$ cat src/rtl/control_sequencer_pkg.sv
// Shared definitions for the hardwired control sequencer: opcodes, step
// encoding and instruction-register field positions.
package control_defs;

  localparam int OPW  = 5;
  localparam int NREG = 16;
  localparam int RSW  = 4;

  localparam logic [OPW-1:0] OP_ADD  = 5'b00011;
  localparam logic [OPW-1:0] OP_SUB  = 5'b00100;
  localparam logic [OPW-1:0] OP_AND  = 5'b00101;
  localparam logic [OPW-1:0] OP_OR   = 5'b00110;
  localparam logic [OPW-1:0] OP_SHR  = 5'b00111;
  localparam logic [OPW-1:0] OP_ROR  = 5'b01000;
  localparam logic [OPW-1:0] OP_SHL  = 5'b01001;
  localparam logic [OPW-1:0] OP_ROL  = 5'b01010;
  localparam logic [OPW-1:0] OP_MUL  = 5'b01111;
  localparam logic [OPW-1:0] OP_DIV  = 5'b10000;
  localparam logic [OPW-1:0] OP_HALT = 5'b11011;

  localparam int OP_MSB = 31;
  localparam int OP_LSB = 27;
  localparam int RA_MSB = 26;
  localparam int RA_LSB = 23;
  localparam int RB_MSB = 22;
  localparam int RB_LSB = 19;
  localparam int RC_MSB = 18;
  localparam int RC_LSB = 15;

  typedef enum logic [3:0] {
    S_IDLE  = 4'd0,
    S_T0    = 4'd1,
    S_T1    = 4'd2,
    S_T2    = 4'd3,
    S_T3    = 4'd4,
    S_T4    = 4'd5,
    S_T5    = 4'd6,
    S_T6    = 4'd7,
    S_FAULT = 4'd8
  } state_t;

  function automatic logic is_legal(input logic [OPW-1:0] op);
    case (op)
      OP_ADD, OP_SUB, OP_AND, OP_OR, OP_SHR, OP_ROR,
      OP_SHL, OP_ROL, OP_MUL, OP_DIV, OP_HALT: is_legal = 1'b1;
      default:                                 is_legal = 1'b0;
    endcase
  endfunction

  function automatic logic is_muldiv(input logic [OPW-1:0] op);
    is_muldiv = (op == OP_MUL) || (op == OP_DIV);
  endfunction

endpackage

$ cat src/rtl/control_sequencer_if.sv
// Control bus between the sequencer (master) and the datapath (slave):
// instruction/handshake inputs plus all register enables and strobes.
interface control_sequencer_if;
  import control_defs::*;

  logic            start;
  logic            stop;
  logic            mem_ready;
  logic [31:0]     IR;
  logic [NREG-1:0] Rin;
  logic [NREG-1:0] Rout;
  logic            PCout, MARin, IncPC, Zin, Zlowout, Zhighout, PCin;
  logic            Read, MDRin, MDRout, IRin, Yin, HIin, LOin;
  logic [OPW-1:0]  opcode;
  logic            run;
  logic            done;
  logic            fault;

  modport master (
    input  start, stop, mem_ready, IR,
    output Rin, Rout, PCout, MARin, IncPC, Zin, Zlowout, Zhighout, PCin,
           Read, MDRin, MDRout, IRin, Yin, HIin, LOin, opcode, run, done, fault
  );

  modport slave (
    output start, stop, mem_ready, IR,
    input  Rin, Rout, PCout, MARin, IncPC, Zin, Zlowout, Zhighout, PCin,
           Read, MDRin, MDRout, IRin, Yin, HIin, LOin, opcode, run, done, fault
  );

endinterface

$ cat src/rtl/control_sequencer_reg_select_decoder.sv
// 4-to-16 one-hot register select decoder with enable; all-zero when disabled.
module reg_select_decoder
  import control_defs::*;
(
  input  logic [RSW-1:0]  sel,
  input  logic            en,
  output logic [NREG-1:0] onehot
);

  always_comb begin
    onehot = '0;
    if (en) onehot[sel] = 1'b1;
  end

endmodule

$ cat src/rtl/control_sequencer.sv
// Hardwired fetch/execute sequencer: steps T0..T6 per instruction, with the
// datapath strobes decoded from the registered step and the current IR.
module control_sequencer
  import control_defs::*;
(
  input  logic                Clock,
  input  logic                clear,
  control_sequencer_if.master bus
);

  state_t         state;
  logic           stop_pending;
  logic [OPW-1:0] op;
  logic [RSW-1:0] ra, rb, rc;
  logic           legal, muldiv, finish_req;
  logic           rin_en, rout_en;
  logic [RSW-1:0] rout_sel;
  logic [NREG-1:0] rin_onehot, rout_onehot;
  logic           ir_unused;

  assign op        = bus.IR[OP_MSB:OP_LSB];
  assign ra        = bus.IR[RA_MSB:RA_LSB];
  assign rb        = bus.IR[RB_MSB:RB_LSB];
  assign rc        = bus.IR[RC_MSB:RC_LSB];
  assign ir_unused = ^bus.IR[RC_LSB-1:0];
  assign legal     = is_legal(op);
  assign muldiv    = is_muldiv(op);
  assign finish_req = bus.stop | stop_pending;

  // A stop seen at any step of a running instruction is remembered so that
  // even a short stop pulse halts the sequence at the instruction's last step.
  always_ff @(posedge Clock or negedge clear) begin
    if (!clear)                                   stop_pending <= 1'b0;
    else if (state == S_IDLE || state == S_FAULT) stop_pending <= 1'b0;
    else if (bus.stop)                            stop_pending <= 1'b1;
  end

  always_ff @(posedge Clock or negedge clear) begin
    if (!clear) begin
      state <= S_IDLE;
    end else begin
      case (state)
        S_IDLE:  if (bus.start) state <= S_T0;
        S_T0:    state <= S_T1;
        S_T1:    if (bus.mem_ready) state <= S_T2;
        S_T2:    state <= S_T3;
        S_T3: begin
          if (!legal)              state <= S_FAULT;
          else if (op == OP_HALT)  state <= S_IDLE;
          else                     state <= S_T4;
        end
        S_T4:    state <= S_T5;
        S_T5: begin
          if (muldiv)          state <= S_T6;
          else if (finish_req) state <= S_IDLE;
          else                 state <= S_T0;
        end
        S_T6:    state <= finish_req ? S_IDLE : S_T0;
        S_FAULT: state <= S_FAULT;
        default: state <= S_IDLE;
      endcase
    end
  end

  // Register bus drivers read Rb at T3 and Rc at T4; load enables write Ra
  // only at T5 of ALU ops, so Rin and Rout can never overlap.
  assign rout_sel = (state == S_T3) ? rb : rc;
  assign rout_en  = ((state == S_T3) && legal && (op != OP_HALT)) || (state == S_T4);
  assign rin_en   = (state == S_T5) && !muldiv;

  reg_select_decoder u_rin_dec (
    .sel    (ra),
    .en     (rin_en),
    .onehot (rin_onehot)
  );

  reg_select_decoder u_rout_dec (
    .sel    (rout_sel),
    .en     (rout_en),
    .onehot (rout_onehot)
  );

  assign bus.Rin  = rin_onehot;
  assign bus.Rout = rout_onehot;

  always_comb begin
    bus.PCout    = 1'b0;
    bus.MARin    = 1'b0;
    bus.IncPC    = 1'b0;
    bus.Zin      = 1'b0;
    bus.Zlowout  = 1'b0;
    bus.Zhighout = 1'b0;
    bus.PCin     = 1'b0;
    bus.Read     = 1'b0;
    bus.MDRin    = 1'b0;
    bus.MDRout   = 1'b0;
    bus.IRin     = 1'b0;
    bus.Yin      = 1'b0;
    bus.HIin     = 1'b0;
    bus.LOin     = 1'b0;
    bus.opcode   = '0;
    bus.done     = 1'b0;
    bus.fault    = 1'b0;
    bus.run      = (state != S_IDLE) && (state != S_FAULT);
    case (state)
      S_T0: begin
        bus.PCout = 1'b1;
        bus.MARin = 1'b1;
        bus.IncPC = 1'b1;
        bus.Zin   = 1'b1;
      end
      S_T1: begin
        bus.Zlowout = 1'b1;
        bus.PCin    = 1'b1;
        bus.Read    = 1'b1;
        bus.MDRin   = 1'b1;
      end
      S_T2: begin
        bus.MDRout = 1'b1;
        bus.IRin   = 1'b1;
      end
      S_T3: begin
        if (!legal)             bus.fault = 1'b1;
        else if (op == OP_HALT) bus.done  = 1'b1;
        else                    bus.Yin   = 1'b1;
      end
      S_T4: begin
        bus.opcode = op;
        bus.Zin    = 1'b1;
      end
      S_T5: begin
        bus.Zlowout = 1'b1;
        if (muldiv) bus.LOin = 1'b1;
        else        bus.done = 1'b1;
      end
      S_T6: begin
        bus.Zhighout = 1'b1;
        bus.HIin     = 1'b1;
        bus.done     = 1'b1;
      end
      S_FAULT: bus.fault = 1'b1;
      default: ;
    endcase
  end

endmodule

$ cat src/flat_wrapper.sv
// flat-port wrapper written by rule: the top's interface ports become plain ports
module control_sequencer_flat import control_defs::*;
  (Clock, clear, bus_start, bus_stop, bus_mem_ready, bus_IR, bus_Rin, bus_Rout, bus_PCout, bus_MARin, bus_IncPC, bus_Zin, bus_Zlowout, bus_Zhighout, bus_PCin, bus_Read, bus_MDRin, bus_MDRout, bus_IRin, bus_Yin, bus_HIin, bus_LOin, bus_opcode, bus_run, bus_done, bus_fault);
  control_sequencer_if bus_i ();
  input  logic Clock;
  input  logic clear;
  input wire logic [$bits(bus_i.start)-1:0] bus_start;
  input wire logic [$bits(bus_i.stop)-1:0] bus_stop;
  input wire logic [$bits(bus_i.mem_ready)-1:0] bus_mem_ready;
  input wire logic [$bits(bus_i.IR)-1:0] bus_IR;
  output wire logic [$bits(bus_i.Rin)-1:0] bus_Rin;
  output wire logic [$bits(bus_i.Rout)-1:0] bus_Rout;
  output wire logic [$bits(bus_i.PCout)-1:0] bus_PCout;
  output wire logic [$bits(bus_i.MARin)-1:0] bus_MARin;
  output wire logic [$bits(bus_i.IncPC)-1:0] bus_IncPC;
  output wire logic [$bits(bus_i.Zin)-1:0] bus_Zin;
  output wire logic [$bits(bus_i.Zlowout)-1:0] bus_Zlowout;
  output wire logic [$bits(bus_i.Zhighout)-1:0] bus_Zhighout;
  output wire logic [$bits(bus_i.PCin)-1:0] bus_PCin;
  output wire logic [$bits(bus_i.Read)-1:0] bus_Read;
  output wire logic [$bits(bus_i.MDRin)-1:0] bus_MDRin;
  output wire logic [$bits(bus_i.MDRout)-1:0] bus_MDRout;
  output wire logic [$bits(bus_i.IRin)-1:0] bus_IRin;
  output wire logic [$bits(bus_i.Yin)-1:0] bus_Yin;
  output wire logic [$bits(bus_i.HIin)-1:0] bus_HIin;
  output wire logic [$bits(bus_i.LOin)-1:0] bus_LOin;
  output wire logic [$bits(bus_i.opcode)-1:0] bus_opcode;
  output wire logic [$bits(bus_i.run)-1:0] bus_run;
  output wire logic [$bits(bus_i.done)-1:0] bus_done;
  output wire logic [$bits(bus_i.fault)-1:0] bus_fault;
  assign bus_i.start = bus_start;
  assign bus_i.stop = bus_stop;
  assign bus_i.mem_ready = bus_mem_ready;
  assign bus_i.IR = bus_IR;
  assign bus_Rin = bus_i.Rin;
  assign bus_Rout = bus_i.Rout;
  assign bus_PCout = bus_i.PCout;
  assign bus_MARin = bus_i.MARin;
  assign bus_IncPC = bus_i.IncPC;
  assign bus_Zin = bus_i.Zin;
  assign bus_Zlowout = bus_i.Zlowout;
  assign bus_Zhighout = bus_i.Zhighout;
  assign bus_PCin = bus_i.PCin;
  assign bus_Read = bus_i.Read;
  assign bus_MDRin = bus_i.MDRin;
  assign bus_MDRout = bus_i.MDRout;
  assign bus_IRin = bus_i.IRin;
  assign bus_Yin = bus_i.Yin;
  assign bus_HIin = bus_i.HIin;
  assign bus_LOin = bus_i.LOin;
  assign bus_opcode = bus_i.opcode;
  assign bus_run = bus_i.run;
  assign bus_done = bus_i.done;
  assign bus_fault = bus_i.fault;
  control_sequencer u_core (.Clock(Clock), .clear(clear), .bus(bus_i));
endmodule
$ cat config.mk
export PLATFORM = sky130hd
export DESIGN_NAME = control_sequencer_flat
export DESIGN_NICKNAME = d
export VERILOG_FILES = /design/src/rtl/control_sequencer_pkg.sv /design/src/rtl/control_sequencer_if.sv /design/src/rtl/control_sequencer_reg_select_decoder.sv /design/src/rtl/control_sequencer.sv /design/src/flat_wrapper.sv
export SDC_FILE = /design/constraint.sdc
export NUM_CORES = 1
export LEC_CHECK = 0
export CELL_PAD_IN_SITES_DETAIL_PLACEMENT = 0
export CELL_PAD_IN_SITES_GLOBAL_PLACEMENT = 1
export CORE_MARGIN = 3
export CORE_UTILIZATION = 15
export CTS_CLUSTER_DIAMETER = 100
export CTS_CLUSTER_SIZE = 8
export DETAILED_ROUTE_END_ITERATION = 10
export HOLD_SLACK_MARGIN = 0.15
export PLACE_DENSITY = 0.75
export SLEW_MARGIN = 0
export SYNTH_ARGS = -nofsm -noshare
export SYNTH_HDL_FRONTEND = slang
export SYNTH_HIERARCHICAL = 1
export SYNTH_SLANG_ARGS = --single-unit
$ cat constraint.sdc
create_clock -name Clock -period 2.4 [get_ports Clock]
set_input_delay 0.6 -clock Clock [delete_from_list [all_inputs] [get_ports Clock]]
set_output_delay 0.6 -clock Clock [all_outputs]
set_load 0.005 [all_outputs]
# After elaboration in Yosys (flattened, before gate mapping)
# Memories as Yosys holds them, arrays and structs flattened.
# Cells that the tools add are included.
# classes
magnitude_cmp,4
eq_ne,15
muxes,34
bitwise_logic,1
n_reduce_logical,16
# ops
op,count
case mux 4 bit (9 select lines),1
two-way mux 16 bit,2
two-way mux 1 bit,20
two-way mux 4 bit,5
equality test 4 x 3 -> 1 bit (second input constant),4
equality test 5 bit (second input constant),2
less-than comparator 4 x 5 -> 1 bit (second input constant),2
demux 1 bit (select 4 bit),2
equality test 4 x 2 -> 1 bit (second input constant),2
>= comparator 4 x 1 -> 1 bit (second input constant),2
logical AND 1 bit,6
equality test 5 x 4 -> 1 bit (second input constant),1
two-way mux 5 bit,1
inequality test 5 bit (second input constant),1
equality test 4 x 1 -> 1 bit (second input constant),1
equality test 4 bit (second input constant),1
logical NOT 4 bit,1
inequality test 2 bit (second input constant),2
inequality test 4 bit (second input constant),1
nonzero test 4 bit,1
OR reduction 2 bit,2
logical OR 1 bit,3
two-way mux 3 bit,1
case mux 1 bit (3 select lines),1
5 further kinds,5
# totals
reg_bits,5
romBits,32
output_inout_bits,54
wordCells,73
n_memories,1
# mem_list
name,depth,word_bits,read_ports,rd_ports_with_merged_regs,write_ports,line,source
(no name shown),32,1,1,0,0,control_sequencer_pkg.sv:43,case (op)

# Longest topological paths before layout
# Gate-level depths: netlist of the first run.
# depth
depth_word,7
ltp_mapped,7
ltp_nobuf,7

# Cells and area by module
# Netlist of the first run, hierarchy kept.
# modules_own_cells
module,n_inst,cells_per_inst,area_per_inst_um2
control_sequencer,1,78,600.6
reg_select_decoder,2,23,117.6

# Least setup slack after synthesis of the first run
# No wires, ideal clock.
# synth_timing
kind,input port to output port
from,input bus_IR[28]
to,output bus_Rout[1]
t_arrival_ns,1.907
t_required_ns,1.800
slack_ns,-0.107
cell_stages,7
path_buffers,0
path_cell_list,and2_4 -> o22ai_1 -> nor3_2 -> nand3_1 -> o21ai_0 -> or3b_4 -> nor2_1
# synth_via
elab_chain_cells,5
word_cells_on_any_way,6
# synth_rtl
element,line,source
start: declaration,flat_wrapper.sv:10,input wire logic [$bits(bus_i.IR)-1:0] bus_IR;
memory (32 x 1 bit),n/a,
logical AND 1 bit,control_sequencer.sv:68,assign rout_en = ((state == S_T3) && legal && (op != OP_HALT)) || (state == S_T4);
logical AND 1 bit *,control_sequencer.sv:68,
logical OR 1 bit *,control_sequencer.sv:68,
via u_core.rout_en,control_sequencer.sv:16,"logic rin_en, rout_en;"
two-way mux 16 bit *,control_sequencer_reg_select_decoder.sv:12,if (en) onehot[sel] = 1'b1;
end: declaration,flat_wrapper.sv:12,output wire logic [$bits(bus_i.Rout)-1:0] bus_Rout;
# Mark *: on every way through the listed nets, which the timed path passes. The rest lies on a longest branch.

# Worst setup path after layout of the first run
# layout_timing
from,input bus_IR[30]
to,output bus_Rout[0]
# The elaborated chain is that of the path after synthesis.

==> impl_results.md, run 1 <==
* Initial Util at 16.0%
* Status: finished with violations
* Die Wd at 80.6 um
* Internal power at 0.000896 W
* Worst r2r src: u_core/state[3]
* Cell mode on critical path: nor3_4
* Max Cap Violations at 0
* Area of the multi-input gates at 977 sq um
* Crit start category: input pin
* Vias in the first global route at 1459
* TritonCTS Buffers at 3
* CP arrival at 2.22 ns
* Critical path class: in -> out
* Hold path depth at 2
* Top cell type by total area after synthesis: dfrtp_1
* Sequential area share after synthesis at 15.0%
* Yosys warnings at 6
* Core area at 5240 sq um
* Wire length per cell at 13.6 um
* Total Wirelength at 4670 um
* Fill cell count at 515
* Power Dens Cells at 582 nW/um^2
* Synth cell types at 32
* Most frequent cells in the layout: 52 x buf_4, 32 x buf_2, 26 x buf_6, 15 x clkdlybuf4s50_1
* HP Class: reg -> reg
* Reg2Reg Depth at 11
* Final Hold Vio Count at 0
* Cell area after layout at 2530 sq um
* CTS root buf: clkbuf_8
* Worst-case vdd ir drop at 0.306 mV
* TritonCTS Sinks at 5
* Slew HR at 76.7%
* Area Growth Syn to Fin at 203%
* Final Max Tran Viols at 0
* Hold_sp: u_core/stop_pending
* Pin count of the biggest net entering global routing at 10
* Clock share of power at 10.5%
* Die Span Y at 80.6 um
* First-pass GRT wire length at 6580 um
* DP Area at 1820 sq um
* Placed cells at 287
* Detail Route Antenna Nets at 0
* Crit path max fanout at 6
* GRT overflow at 0
* Critical-path top delay cell: or3b_4
* Vias/cell at 4.37
* Reg-to-reg endpoint: u_core/state[0]
* Worst endpoint required time at 1.80 ns
* Period minus WS final at 2.82 ns
* Least-Margin Pin Slew at 0.349 ns
* Full die area at 6500 sq um
* DRC Markers at 0
* Ranking of synthesized cells by area: dfrtp_1 15%, nor2_1 14%, buf_4 6.3%
* Share of layout cells above drive strength 1 at 69.2%
* RSZ-0062 raised after global routing: true
* Clock slew at reported path FFs at 0.03 ns
* Final setup violation count at 35
* Ports at 91
* Synthesized Nets at 161
* Non-Filler Instances at 343
* Latest clock arrival within the worst-skew pair at 0.22 ns
* Final hold slack at 0.475 ns
* Synth Instances at 124
* Pre-CTS WS at -1.18 ns
* GP Congestion at 0.713
* First-pass detailed-route iteration total at 4
* Post-DP HPWL at 2940 um
* Commonest non-fill, non-tap cell in the layout: buf_4
* Critical path, cell by cell: buf_8 > nand2b_1 > o22ai_4 > nor3_4 > nand3_2 > o21ai_4 > or3b_4 > buf_6 > nor3_4 > buf_2
* Cts hold-fix bufs at 0
* Sequential cell area at 125 sq um
* Leakage Power at 1.34 nW
* Vias at 1499
* Combinational Power Share at 79.0%
* Avg Cell Area, Syn at 6.74 sq um
* Total Routing Usage GR at 12.6%
* #FFs+latches synth at 5
* Initial DRC count at 55
* Reg2Reg Setup Slack at 0.51 ns
* Antenna diodes at 0
* CTS max path bufs at 2
* FMAX at 354 MHz
* Violations in the final reports: negative setup slack
* Sw Ratio at 39.2%
* Sequential share of power at 10.5%
* Post-synth top area share at 15.0%
* Initial antenna violation count at 0
* Final Cycle Share at 118%
* Post-layout util at 48.3%
* Slowest Stage Delay on Critical Path at 0.43 ns
* Num rows at 26
* Mapped cell area at 836 sq um
* Crit. End Element: primary output
* Worst-case clock skew at 0.00168 ns
* WHS Endpoint: u_core/stop_pending
* Final Worst Setup Slack at -0.423 ns
* # port buffers at 75
* Final net count at 311
* Sw Pwr at 0.000578 W
* CTS tree: yes
* H-tree depth reported by CTS at 1
==> kinds of logic (layout without fill, tap and decap cells) <==
family          Yosys count  after routing  share of synthesized area, %
flops                     5              5                          15.0
mux                       4              4                          5.39
simple gates             86             86                          56.3
compound gates           18             18                          14.4
buf+inv                  11            160                          8.98
==> metal layers <==
metal | global-route usage [%] | vias to the layer above | part of all wire [%]
met5 | 0 | - | 0
met3 | 3.25 | 2 | 7.3
met1 | 14.3 | 726 | 37
met4 | 2.36 | 0 | 0.41
li1 | - | 725 | -
met2 | 23.6 | 46 | 55
==> how the worst max path moves through the flow <==
stage	startpoint	to	slack, ns
floorplan	bus_IR[28]	bus_Rout[1]	-0.05
global placement	bus_IR[31]	bus_Rout[0]	-1.10
detailed placement	bus_IR[31]	bus_Rout[0]	-1.18
CTS	bus_IR[30]	bus_Rout[0]	-0.38
global route	bus_IR[30]	bus_Rout[0]	-0.52
finish	bus_IR[30]	bus_Rout[0]	-0.42
==> Yosys cell counts (all sizes together) <==
cell type  count
nand3          5
nor3          12
o21ai          5
o41ai          2
nor2          33
nand2b         7
a311o          1
o32a           1
o211ai         1
or3b           2
and2           8
or2            1
nand3b         5
a31oi          1
buf            8
nand2          9
dfrtp          5
nor2b          2
inv            3
a211o          1
nand4b         1
o22ai          1
nor3b          1
mux2           4
a21oi          5
==> area by class of cell <==
class                      instances  area share (%)
multi-input combinational        108            38.6
inverter                           3           0.445
timing repair buffer             153            50.7
sequential                         5            4.95
clock buffer                       4            1.78
tap                               70            3.46
==> metrics by stage <==
step                      setup TNS (ns)  power (W)
after floorplan                   -0.206   0.000541
after global placement            -31.53   0.000933
after detailed placement          -33.30   0.000941
after CTS                          -7.32    0.00133
after global routing              -11.26    0.00157
final                              -7.70    0.00147
==> registers in the layout (all words and copies together), names as in the netlist <==
name and count:
u_core/state 4, u_core/stop_pending 1
==> worst max-delay path: cells and delay by family <==
family                 cells  cell delay (ns)
AND/OR/NAND/NOR            5             1.04
buffers and inverters      3             0.35
AO/OA/AOI/OAI              2             0.21
==> timing repair <==
| item | CTS | global route |
|---|---|---|
| setup buffers | 42 | 14 |
| pin swaps | 25 | 25 |
| endpoints found under the hold margin | 0 | 0 |
| endpoints found under the setup margin | 50 | 50 |
| resized for setup | 200 | 94 |
==> power groups by stage <==
stage / registers (W) / logic, W / clock network [W]
3_5_place_dp: 0.000150 / 0.000791 / 0
2_1_floorplan: 0.000151 / 0.000390 / 0
3_3_place_gp: 0.000148 / 0.000785 / 0
5_1_grt: 0.000157 / 0.00125 / 0.000164
4_1_cts: 0.000152 / 0.00101 / 0.000159
6_report: 0.000155 / 0.00116 / 0.000155
Power figures use the tool's default switching activity.
==> run 2: changes to the inputs <==
- REMOVE_ABC_BUFFERS: unset -> 1
==> run 2 against run 1 <==
The flow still finishes with violations (negative setup slack). Combinational power is 10% lower. Global-route usage is 1.1 points lower. Design area is 6.8% lower. Clock skew hardly changed. Clock power hardly changed. Highest routed layer is now met3. Critical path type unchanged. Utilization is 3.3 points lower. Power is 8.6% lower. Non-clock buffer count is 14 lower. Largest cell class unchanged. Fmax is 3.1% higher.
==> impl_results.md, run 2 (synthesis results as in run 1) <==
* Total Routing Usage GR at 11.5%
* Most flop-heavy register: u_core/state
* Initial Util at 16.0%
* Largest regs: u_core/state x4, u_core/stop_pending x1
* Post-layout total power at 0.00135 W
* Antenna diodes at 0
* Period minus WS final at 2.74 ns
* Die Wd at 80.6 um
* Die Span Y at 80.6 um
* Sequential cell area at 126 sq um
* Crit path max fanout at 5
* H-tree depth reported by CTS at 1
* Area of the multi-input gates at 936 sq um
* Core area at 5240 sq um
* Worst endpoint required time at 1.80 ns
* Placed cells at 293
* Reg2Reg Depth at 6
* Fill cell count at 529
* Final net count at 297
* GP Congestion at 0.787
* Post-DP HPWL at 2810 um
* Final Worst Setup Slack at -0.338 ns
* Total Wirelength at 3990 um
* Final Max Tran Viols at 0
* Wire length per cell at 12.1 um
* Final setup violation count at 30
* TritonCTS Sinks at 5
* Reg-to-reg endpoint: u_core/state[0]
* Full die area at 6500 sq um
* HP Class: reg -> reg
* Share of layout cells above drive strength 1 at 65.3%
* Most frequent cells in the layout: 44 x buf_4, 34 x buf_2, 20 x clkdlybuf4s50_1, 20 x buf_6, 12 x nor2_1
* Vias/cell at 4.24
* GRT overflow at 0
* Final Cycle Share at 114%
* RSZ-0062 raised after global routing: true
* Vias at 1395
* First-pass GRT wire length at 6050 um
* CP arrival at 2.14 ns
* DRC Markers at 0
* Num rows at 26
* Area Growth Syn to Fin at 182%
* Status: finished with violations
* CTS root buf: clkbuf_8
* Reg2Reg Setup Slack at 0.80 ns
* Crit. End Element: primary output
* TritonCTS Buffers at 3
* # port buffers at 75
* Initial DRC count at 57
* Commonest non-fill, non-tap cell in the layout: buf_4
* First-pass detailed-route iteration total at 4
* FMAX at 365 MHz
* Non-Filler Instances at 329
* Worst r2r src: u_core/state[2]
* Max FFs per register at 4
* Leakage Power at 1.17 nW
* CTS max path bufs at 2
* Vias in the first global route at 1367
* Slew HR at 78.4%
* Violations in the final reports: negative setup slack
* Least-Margin Pin Slew at 0.323 ns
* Worst-case clock skew at 0.00121 ns
* Detail Route Antenna Nets at 0
* Pin count of the biggest net entering global routing at 10
* Initial antenna violation count at 0
* Clock slew at reported path FFs at 0.03 ns
* CP startpoint: bus_IR[31]
* Crit start category: input pin
* Ports at 91
* Worst-case vdd ir drop at 0.230 mV
* Critical path class: in -> out
* Final Hold Vio Count at 0
* CTS tree: yes
* End of the critical path: bus_Rout[0]
* Max Cap Violations at 0
* Power Dens Cells at 571 nW/um^2
* Latest clock arrival within the worst-skew pair at 0.22 ns
## run 2: cell count changes in the layout (fill, tap and decap cells not counted), sizes merged
cell / before / now
clkbuf: 11 / 5
dlygate4sd2: 4 / 11
buf: 114 / 102
clkdlybuf4s50: 15 / 20
dlymetal6s2s: 12 / 5
clkdlybuf4s15: 1 / 0
## run 2: report_power, final
group	total, W	switching, W	leakage [nW]	internal, W
sequential	0.000151	0.0000283	0.0627	0.000123
clock	0.000152	0.0000381	0.0228	0.000114
combinational	0.00104	0.000452	1.08	0.000592
total	0.00135	0.000519	1.17	0.000828
## run 2: timing repair
item,in CTS,in global routing
hold buffers,0,0
buffers inserted,25,8
gates resized for setup,221,58
gates cloned,0,0
hold endpoints to repair,0,0
setup endpoints to repair,50,42
pin swaps,32,25
## run 2: metrics by stage
stage          hold slack [ns]  setup WS (ns)  util [%]  instance area [sq um]  TNS (ns)
4_1_cts                  0.489         -0.324      40.9                   2140     -4.46
3_5_place_dp             0.478          -1.22      35.3                   1850    -33.77
6_report                 0.482         -0.338      45.0                   2360     -4.90
2_1_floorplan            0.304         -0.107         -                    772    -0.420
5_1_grt                  0.561         -0.433      45.0                   2360     -7.56
3_3_place_gp             0.472          -1.15      35.3                   1850    -32.83
## run 2: how the worst min path moves through the flow
stage | slack [ns] | cells after the start | to | start
final | 0.48 | 2 | u_core/stop_pending | u_core/stop_pending
after global routing | 0.56 | 2 | u_core/stop_pending | u_core/stop_pending
after CTS | 0.49 | 2 | u_core/stop_pending | u_core/stop_pending
after detailed placement | 0.48 | 2 | u_core/stop_pending | u_core/stop_pending
after global placement | 0.47 | 2 | u_core/stop_pending | u_core/stop_pending
after floorplan | 0.30 | 0 | u_core/state[0] | clear
## run 2: cell type report
cell class | count | share of cell area (%)
clock buffer | 4 | 1.91
inverter | 3 | 0.477
timing repair buffer | 139 | 48.9
multi-input combinational | 108 | 39.7
tap | 70 | 3.71
sequential | 5 | 5.36
## run 2: routing by layer
metal / routed length [um] / track usage (%) / vias up
met2: 2180 / 21.8 / 43
met4: 0 / 2.53 / 0
met3: 288 / 2.24 / 0
li1: - / - / 705
met1: 1520 / 13.1 / 647
met5: 0 / 0 / -
## run 2: worst max-delay path: stages
cell and delay [ns]:
buf_8 0.10, buf_8 0.12, nand2_2 0.06, o22ai_2 0.07
nor3_2 0.20, nand3_2 0.13, o21ai_2 0.09, or3b_4 0.41
buf_6 0.14, nor3_2 0.08, buf_2 0.13
